===== src/rtl/mem_stage_pkg.sv =====
// -----------------------------------------------------------------------------
// mem_stage_pkg
// Shared definitions for the memory-access pipeline stage:
//   - XLEN_DEFAULT : datapath width (only 32 is supported)
//   - F3_*         : funct3 encodings for loads and stores
//   - state_e      : bus-access FSM states
// -----------------------------------------------------------------------------
package mem_stage_pkg;

  localparam int XLEN_DEFAULT = 32;

  // funct3 encodings shared by loads and stores (stores only use B/H/W)
  localparam logic [2:0] F3_B  = 3'b000;
  localparam logic [2:0] F3_H  = 3'b001;
  localparam logic [2:0] F3_W  = 3'b010;
  localparam logic [2:0] F3_BU = 3'b100;
  localparam logic [2:0] F3_HU = 3'b101;

  typedef enum logic {
    IDLE = 1'b0,
    BUSY = 1'b1
  } state_e;

endpackage


===== src/rtl/mem_stage_lsu_align.sv =====
// -----------------------------------------------------------------------------
// lsu_align
// Purely combinational lane logic for the memory stage.
// Ports:
//   funct3_i    : access size / signedness
//   addr_lo_i   : byte offset within the word
//   is_load_i   : access is a load
//   is_store_i  : access is a store
//   wdata_i     : raw store data (low bits significant)
//   rdata_i     : word returned by the data bus
//   be_o        : byte enables for the addressed lanes
//   wdata_o     : store data replicated across all lanes
//   misalign_o  : access is misaligned or uses an illegal funct3
//   load_data_o : selected lane, sign- or zero-extended
// -----------------------------------------------------------------------------
module lsu_align
  import mem_stage_pkg::*;
#(
  parameter int XLEN = XLEN_DEFAULT
) (
  input  logic [2:0]      funct3_i,
  input  logic [1:0]      addr_lo_i,
  input  logic            is_load_i,
  input  logic            is_store_i,
  input  logic [XLEN-1:0] wdata_i,
  input  logic [XLEN-1:0] rdata_i,
  output logic [3:0]      be_o,
  output logic [XLEN-1:0] wdata_o,
  output logic            misalign_o,
  output logic [XLEN-1:0] load_data_o
);

  logic [XLEN-1:0] shifted;

  // Decode size from funct3. Shifting the read word right by the byte offset
  // puts the addressed byte/half in the low lane, so extraction is uniform.
  // Stores replicate data into every lane; the byte enables pick the lane.
  always_comb begin
    shifted     = rdata_i >> {addr_lo_i, 3'b000};
    be_o        = 4'b0000;
    wdata_o     = wdata_i;
    misalign_o  = 1'b0;
    load_data_o = rdata_i;

    case (funct3_i)
      F3_B, F3_BU: begin
        be_o        = 4'b0001 << addr_lo_i;
        wdata_o     = {4{wdata_i[7:0]}};
        load_data_o = (funct3_i == F3_BU) ? {{(XLEN-8){1'b0}}, shifted[7:0]}
                                          : {{(XLEN-8){shifted[7]}}, shifted[7:0]};
      end
      F3_H, F3_HU: begin
        be_o        = 4'b0011 << addr_lo_i;
        wdata_o     = {2{wdata_i[15:0]}};
        misalign_o  = addr_lo_i[0];
        load_data_o = (funct3_i == F3_HU) ? {{(XLEN-16){1'b0}}, shifted[15:0]}
                                          : {{(XLEN-16){shifted[15]}}, shifted[15:0]};
      end
      F3_W: begin
        be_o       = 4'b1111;
        misalign_o = |addr_lo_i;
      end
      default: begin
        misalign_o = 1'b1;
      end
    endcase

    // Unsigned variants have no store form, and a simultaneous load+store
    // has no meaningful bus encoding.
    if (is_store_i && funct3_i[2]) begin
      misalign_o = 1'b1;
    end
    if (is_load_i && is_store_i) begin
      misalign_o = 1'b1;
    end
  end

endmodule


===== src/rtl/mem_stage.sv =====
// -----------------------------------------------------------------------------
// mem_stage
// Memory-access pipeline stage sitting after execute. Non-memory results pass
// straight through to writeback in one cycle; loads and stores issue a single
// outstanding request on the data bus and stall execute until it is acked or
// times out.
// Ports:
//   clk_i, rst_i          : clock, synchronous active-low reset
//   rd_*_i, mem_*_i,
//   opfunc3_i             : registered outputs of execute
//   stall_o               : hold execute (combinational)
//   dbus_*_o / dbus_*_i   : data bus request, payload, ack and read data
//   rd_*_o                : registered result toward writeback
//   misalign_o, bus_err_o : one-cycle exception pulses
// -----------------------------------------------------------------------------
module mem_stage
  import mem_stage_pkg::*;
#(
  parameter int XLEN           = XLEN_DEFAULT,
  parameter int TIMEOUT_CYCLES = 16
) (
  input  logic            clk_i,
  input  logic            rst_i,
  input  logic [4:0]      rd_addr_i,
  input  logic [XLEN-1:0] rd_data_i,
  input  logic            rd_we_i,
  input  logic [XLEN-1:0] mem_addr_i,
  input  logic            mem_re_i,
  input  logic            mem_we_i,
  input  logic [2:0]      opfunc3_i,
  output logic            stall_o,
  output logic            dbus_req_o,
  output logic            dbus_we_o,
  output logic [XLEN-1:0] dbus_addr_o,
  output logic [3:0]      dbus_be_o,
  output logic [XLEN-1:0] dbus_wdata_o,
  input  logic            dbus_ack_i,
  input  logic [XLEN-1:0] dbus_rdata_i,
  output logic [4:0]      rd_addr_o,
  output logic [XLEN-1:0] rd_data_o,
  output logic            rd_we_o,
  output logic            misalign_o,
  output logic            bus_err_o
);

  localparam int CW = (TIMEOUT_CYCLES > 1) ? $clog2(TIMEOUT_CYCLES) : 1;
  localparam logic [CW-1:0] TO_LAST =
    (TIMEOUT_CYCLES == 0) ? '0 : CW'(TIMEOUT_CYCLES - 1);

  state_e          state_q, state_d;
  logic [CW-1:0]   cnt_q, cnt_d;
  logic            req_q, req_d;
  logic            we_q, we_d;
  logic [XLEN-1:0] addr_q, addr_d;
  logic [3:0]      be_q, be_d;
  logic [XLEN-1:0] wdata_q, wdata_d;
  logic [2:0]      f3_q, f3_d;
  logic [1:0]      lo_q, lo_d;
  logic [4:0]      req_rd_addr_q, req_rd_addr_d;
  logic            req_rd_we_q, req_rd_we_d;
  logic [4:0]      rd_addr_q, rd_addr_d;
  logic [XLEN-1:0] rd_data_q, rd_data_d;
  logic            rd_we_q, rd_we_d;
  logic            misalign_q, misalign_d;
  logic            bus_err_q, bus_err_d;

  logic [2:0]      al_f3;
  logic [1:0]      al_lo;
  logic [3:0]      al_be;
  logic [XLEN-1:0] al_wdata;
  logic            al_misalign;
  logic [XLEN-1:0] al_load;
  logic            mem_op;
  logic            timeout_hit;

  // While BUSY the upstream inputs are stale, so the lane logic is fed from
  // the captured request; that lets one instance serve both issue and
  // load-data extraction.
  assign al_f3 = (state_q == BUSY) ? f3_q : opfunc3_i;
  assign al_lo = (state_q == BUSY) ? lo_q : mem_addr_i[1:0];

  lsu_align #(
    .XLEN (XLEN)
  ) u_align (
    .funct3_i    (al_f3),
    .addr_lo_i   (al_lo),
    .is_load_i   (mem_re_i),
    .is_store_i  (mem_we_i),
    .wdata_i     (rd_data_i),
    .rdata_i     (dbus_rdata_i),
    .be_o        (al_be),
    .wdata_o     (al_wdata),
    .misalign_o  (al_misalign),
    .load_data_o (al_load)
  );

  assign mem_op      = mem_re_i | mem_we_i;
  // The counter holds the number of ack-less BUSY cycles already seen, so
  // reaching TO_LAST without ack means this is the final allowed cycle.
  assign timeout_hit = (TIMEOUT_CYCLES != 0) && (cnt_q == TO_LAST);

  // Next-state and output logic. In IDLE we either pass an ALU result through,
  // flag an illegal access, or issue a bus request. In BUSY the ack has
  // priority over the timeout, so an ack on the last allowed cycle still
  // completes normally.
  always_comb begin
    state_d       = state_q;
    cnt_d         = cnt_q;
    req_d         = req_q;
    we_d          = we_q;
    addr_d        = addr_q;
    be_d          = be_q;
    wdata_d       = wdata_q;
    f3_d          = f3_q;
    lo_d          = lo_q;
    req_rd_addr_d = req_rd_addr_q;
    req_rd_we_d   = req_rd_we_q;
    rd_addr_d     = rd_addr_q;
    rd_data_d     = rd_data_q;
    rd_we_d       = rd_we_q;
    misalign_d    = 1'b0;
    bus_err_d     = 1'b0;
    stall_o       = 1'b0;

    case (state_q)
      IDLE: begin
        if (!mem_op) begin
          rd_addr_d = rd_addr_i;
          rd_data_d = rd_data_i;
          rd_we_d   = rd_we_i;
        end else if (al_misalign) begin
          misalign_d = 1'b1;
          rd_we_d    = 1'b0;
        end else begin
          stall_o       = 1'b1;
          req_d         = 1'b1;
          we_d          = mem_we_i;
          addr_d        = {mem_addr_i[XLEN-1:2], 2'b00};
          be_d          = al_be;
          wdata_d       = al_wdata;
          f3_d          = opfunc3_i;
          lo_d          = mem_addr_i[1:0];
          req_rd_addr_d = rd_addr_i;
          req_rd_we_d   = rd_we_i;
          rd_we_d       = 1'b0;
          cnt_d         = '0;
          state_d       = BUSY;
        end
      end

      BUSY: begin
        rd_we_d = 1'b0;
        if (dbus_ack_i) begin
          req_d   = 1'b0;
          state_d = IDLE;
          if (!we_q) begin
            rd_addr_d = req_rd_addr_q;
            rd_data_d = al_load;
            rd_we_d   = req_rd_we_q && (req_rd_addr_q != 5'd0);
          end
        end else if (timeout_hit) begin
          bus_err_d = 1'b1;
          req_d     = 1'b0;
          state_d   = IDLE;
        end else begin
          stall_o = 1'b1;
          cnt_d   = cnt_q + 1'b1;
        end
      end

      default: begin
        state_d = IDLE;
      end
    endcase
  end

  // State and output registers. Reset clears everything, which also abandons
  // any in-flight request.
  always_ff @(posedge clk_i) begin
    if (!rst_i) begin
      state_q       <= IDLE;
      cnt_q         <= '0;
      req_q         <= 1'b0;
      we_q          <= 1'b0;
      addr_q        <= '0;
      be_q          <= '0;
      wdata_q       <= '0;
      f3_q          <= '0;
      lo_q          <= '0;
      req_rd_addr_q <= '0;
      req_rd_we_q   <= 1'b0;
      rd_addr_q     <= '0;
      rd_data_q     <= '0;
      rd_we_q       <= 1'b0;
      misalign_q    <= 1'b0;
      bus_err_q     <= 1'b0;
    end else begin
      state_q       <= state_d;
      cnt_q         <= cnt_d;
      req_q         <= req_d;
      we_q          <= we_d;
      addr_q        <= addr_d;
      be_q          <= be_d;
      wdata_q       <= wdata_d;
      f3_q          <= f3_d;
      lo_q          <= lo_d;
      req_rd_addr_q <= req_rd_addr_d;
      req_rd_we_q   <= req_rd_we_d;
      rd_addr_q     <= rd_addr_d;
      rd_data_q     <= rd_data_d;
      rd_we_q       <= rd_we_d;
      misalign_q    <= misalign_d;
      bus_err_q     <= bus_err_d;
    end
  end

  assign dbus_req_o   = req_q;
  assign dbus_we_o    = we_q;
  assign dbus_addr_o  = addr_q;
  assign dbus_be_o    = be_q;
  assign dbus_wdata_o = wdata_q;
  assign rd_addr_o    = rd_addr_q;
  assign rd_data_o    = rd_data_q;
  assign rd_we_o      = rd_we_q;
  assign misalign_o   = misalign_q;
  assign bus_err_o    = bus_err_q;

endmodule


===== config.mk =====
export PLATFORM = sky130hd
export DESIGN_NAME = mem_stage
export DESIGN_NICKNAME = d
export VERILOG_FILES = /design/src/rtl/mem_stage_pkg.sv /design/src/rtl/mem_stage_lsu_align.sv /design/src/rtl/mem_stage.sv
export SDC_FILE = /design/constraint.sdc
export NUM_CORES = 1
export LEC_CHECK = 0
export BUFFER_PORTS_ARGS = -buffer_cell sky130_fd_sc_hd__buf_2
export CELL_PAD_IN_SITES_DETAIL_PLACEMENT = 2
export CELL_PAD_IN_SITES_GLOBAL_PLACEMENT = 2
export CORE_MARGIN = 4
export CORE_UTILIZATION = 30
export DETAILED_ROUTE_END_ITERATION = 7
export GPL_ROUTABILITY_DRIVEN = 0
export PLACE_DENSITY_LB_ADDON = 0.1
export SYNTH_ARGS = -nofsm -noshare
export SYNTH_HDL_FRONTEND = slang
export SYNTH_SLANG_ARGS = --single-unit

===== constraint.sdc =====
create_clock -name clk_i -period 3.4 [get_ports clk_i]
set_input_delay 0.68 -clock clk_i [delete_from_list [all_inputs] [get_ports clk_i]]
set_output_delay 0.68 -clock clk_i [all_outputs]
set_load 0.005 [all_outputs]

==> impl_metrics.tcl <==
set metrics [dict create \
    swShare_pct 31.7 \
    slew_headroom_pct 38.3 \
    clock.fmax_ghz 0.319 \
    worstPathCellList "buf_4 > nor3_1 > o22ai_1 > a211o_1 > o21ai_0 > buf_2" \
    grt_start_max_net_pins 139 \
    final.setup.tns_ns 0 \
    row_count 51 \
    grt_antenna_before_repair 1 \
    ant_nets 0 \
    p_sw_mw 1.45 \
    peakVddDrop_mv 0.341 \
    clkTransAtPathRegs_ns 0.06 \
    synth_cell_types 63 \
    power_mw 4.58 \
    drive_gt1_share_pct 32.9 \
    cap_violations 0 \
    cellInternalPower_mw 3.13 \
    ys_seq_area_share_pct 40.7 \
    ys_warn_count 0 \
    post_cts_resized 0 \
    die-area_um2 22700 \
    tightest_slew_ns 0.925 \
    die_x_um 151 \
    ctsHtreeMaxLevel 4 \
    nets 1026 \
    synth_area_leaders "dfxtp_1 (41%), nand2_1 (7.7%), nand3_1 (4.4%)" \
    pin_count 221 \
    syn_area_um2 6100 \
    crit_arrival_ns 2.46 \
    multi_input_area_um2 3270 \
    worstHoldStart "dbus_wdata_o[2]" \
    hold_viol_final 0 \
    p_leak_nw 3.26 \
    syn2layout_area_growth_pct 30.5 \
    viasPerCell 5.56 \
    seqCellArea_um2 2480 \
    hpwl_um 20000 \
    overflow 0 \
    min_path_type "flop to flop" \
    worstSkewPairLatency_ns 0.42 \
    synth_top_area_share_pct 40.7 \
    grt_use_total_pct 23.7 \
    port_buffers 218 \
    netlist_instances 728 \
    grt_pass1_vias 7088 \
    wl_met2_um 13400 \
    ff2ff_path_depth 7 \
    dr.max_layer_used "met5" \
    firstDrtPassIters 6 \
    cts_sinks 124 \
    cp_slowest_stage_delay_ns 0.46 \
    tritoncts "done" \
    cts_setup_buffers 0 \
    antenna_cells 0 \
    r2r_start "state_q" \
    yosys-top-cells-count "nand2_1 (125), dfxtp_1 (124), nand3_1 (53), nor2_1 (52), o21ai_0 (50)" \
    timing.clock.skew_ns 0.00732 \
    fillers 2239 \
    run_status "finished clean" \
    synth.most_common_cell "nand2_1" \
    wl_um 27100 \
    core-area_um2 19700 \
    met1_length_um 11500 \
    grt_first_pass_wirelength_um 41100 \
    worstSetupStartpointType "flop" \
    seqPwrFrac_pct 37.0 \
    min_to "dbus_wdata_o[2]" \
    path_class "flop to primary output" \
    pwr-share-comb_pct 21.3 \
    first_iter_violations 393 \
    clkPwrFrac_pct 41.7 \
    path_max_fanout 22 \
    end_kind "primary output" \
    rsz0062_at_grt "no" \
    yosysTopAreaCell "dfxtp_1" \
    drc 0 \
    dieHeight_um 151 \
    ys_async_sr_fraction_pct 0 \
    initial_core_util_pct 30.9 \
    required_ns 2.72 \
    power.density_nw_per_um2 576 \
    wl_met3_um 1590 \
    cts_root_buf "clkbuf_16" \
    synth_edf_count 0 \
    r2r-end "dbus_wdata_o[10]" \
    setup_violations 0 \
    ys_ff_latch 124 \
    vias 6629 \
    cts_inserted_buffers 17 \
    holdPathStages 2 \
    crit_start "state_q" \
    syn_avg_cell_area_um2 8.37 \
    regToRegSetupSlack_ns 0.58 \
    fin_crit_sh_pct 92.3 \
    slew_viol_final 0 \
    min_period_ns 3.14 \
    cpMaxStageDelayCell "dfxtp_2" \
    routedWlPerCell_um 22.7 \
    yosys_most_used_dff "dfxtp_1" \
    cts_hold_buf 0 \
    cts_buffer_depth 2 \
]
layout by cell type (no fill, tap or decap), types with 8 or more instances in the layout:
master / n
dfxtp_1: 123
o21ai_1: 31
a221oi_2: 10
nand2_1: 125
nand3_1: 53
a21oi_1: 18
clkbuf_16: 17
nor2_1: 52
o21ai_0: 50
a311oi_1: 9
buf_4: 18
a31oi_1: 8
o22ai_1: 8
a311oi_2: 11
a221oi_1: 17
mux2i_1: 17
buf_2: 217
a22oi_1: 17
a211oi_1: 13
logic make-up (layout without fill, tap and decap cells):
family	Yosys count	after routing	synth area share (%)
flip-flops	124	124	40.7
AO/OA/AOI/OAI	237	237	29.4
buffers and inverters	73	272	6.03
multiplexers	22	22	3.90
other	1	2	0.0615
XOR/XNOR	2	2	0.287
AND/OR/NAND/NOR	268	268	19.4
adder cells (fa/ha/maj)	1	1	0.205
critical path, delay by kind of cell, from the launching register on:
family | cells | cell delay (ns)
flip-flops | 1 | 0.46
AND/OR/NAND/NOR | 1 | 0.29
buffers and inverters | 2 | 0.44
AO/OA/AOI/OAI | 3 | 0.84
metrics by stage:
stage | setup WS (ns) | std cells | utilization (%) | hold WS (ns) | cell area (µm²)
2_1_floorplan | 0.927 | 729 | - | 0.437 | 6100
3_3_place_gp | 0.662 | 1161 | 37.2 | 0.434 | 7340
3_5_place_dp | 0.602 | 1161 | 37.2 | 0.444 | 7340
4_1_cts | 0.265 | 1193 | 40.4 | 0.455 | 7960
5_1_grt | 0.108 | 1193 | 40.4 | 0.474 | 7960
6_report | 0.261 | 1193 | 40.4 | 0.450 | 7960
registers in the layout, summed over array words and instances (netlist names), 3 cells and up:
signal         count
f3_q               3
req_rd_addr_q      5
rd_data_o         32
dbus_be_o          4
rd_addr_o          5
cnt_q              4
dbus_wdata_o      32
dbus_addr_o       30
power groups by stage:
stage | logic (mW) | registers [mW] | clock network [mW]
after floorplan | 0.568 | 1.70 | 0
after global placement | 0.931 | 1.72 | 0
after detailed placement | 0.972 | 1.73 | 0
after CTS | 0.982 | 1.70 | 1.95
after global routing | 1.07 | 1.71 | 2.04
final | 0.975 | 1.70 | 1.91
final cells by class:
class	count	area share, %
clock buffer	18	5.39
clock inverter	14	2.34
sequential	124	31.2
tap	265	4.17
multi-input combinational	532	41.1
inverter	4	0.189
timing repair buffer	236	15.6
worst max-delay path by stage:
stage	end	slack (ns)	cells after the start
after floorplan	stall_o	0.93	4
after global placement	stall_o	0.66	6
after detailed placement	stall_o	0.60	6
after CTS	stall_o	0.26	6
after global routing	stall_o	0.11	6
final	stall_o	0.26	6
metal layers:
metal / vias up / track usage, %
li1: 3071 / -
met1: 3306 / 29.5
met2: 215 / 40.6
met3: 35 / 5.03
met4: 2 / 7.87
met5: - / 0
Note: power is estimated with default switching activity, not from simulation.
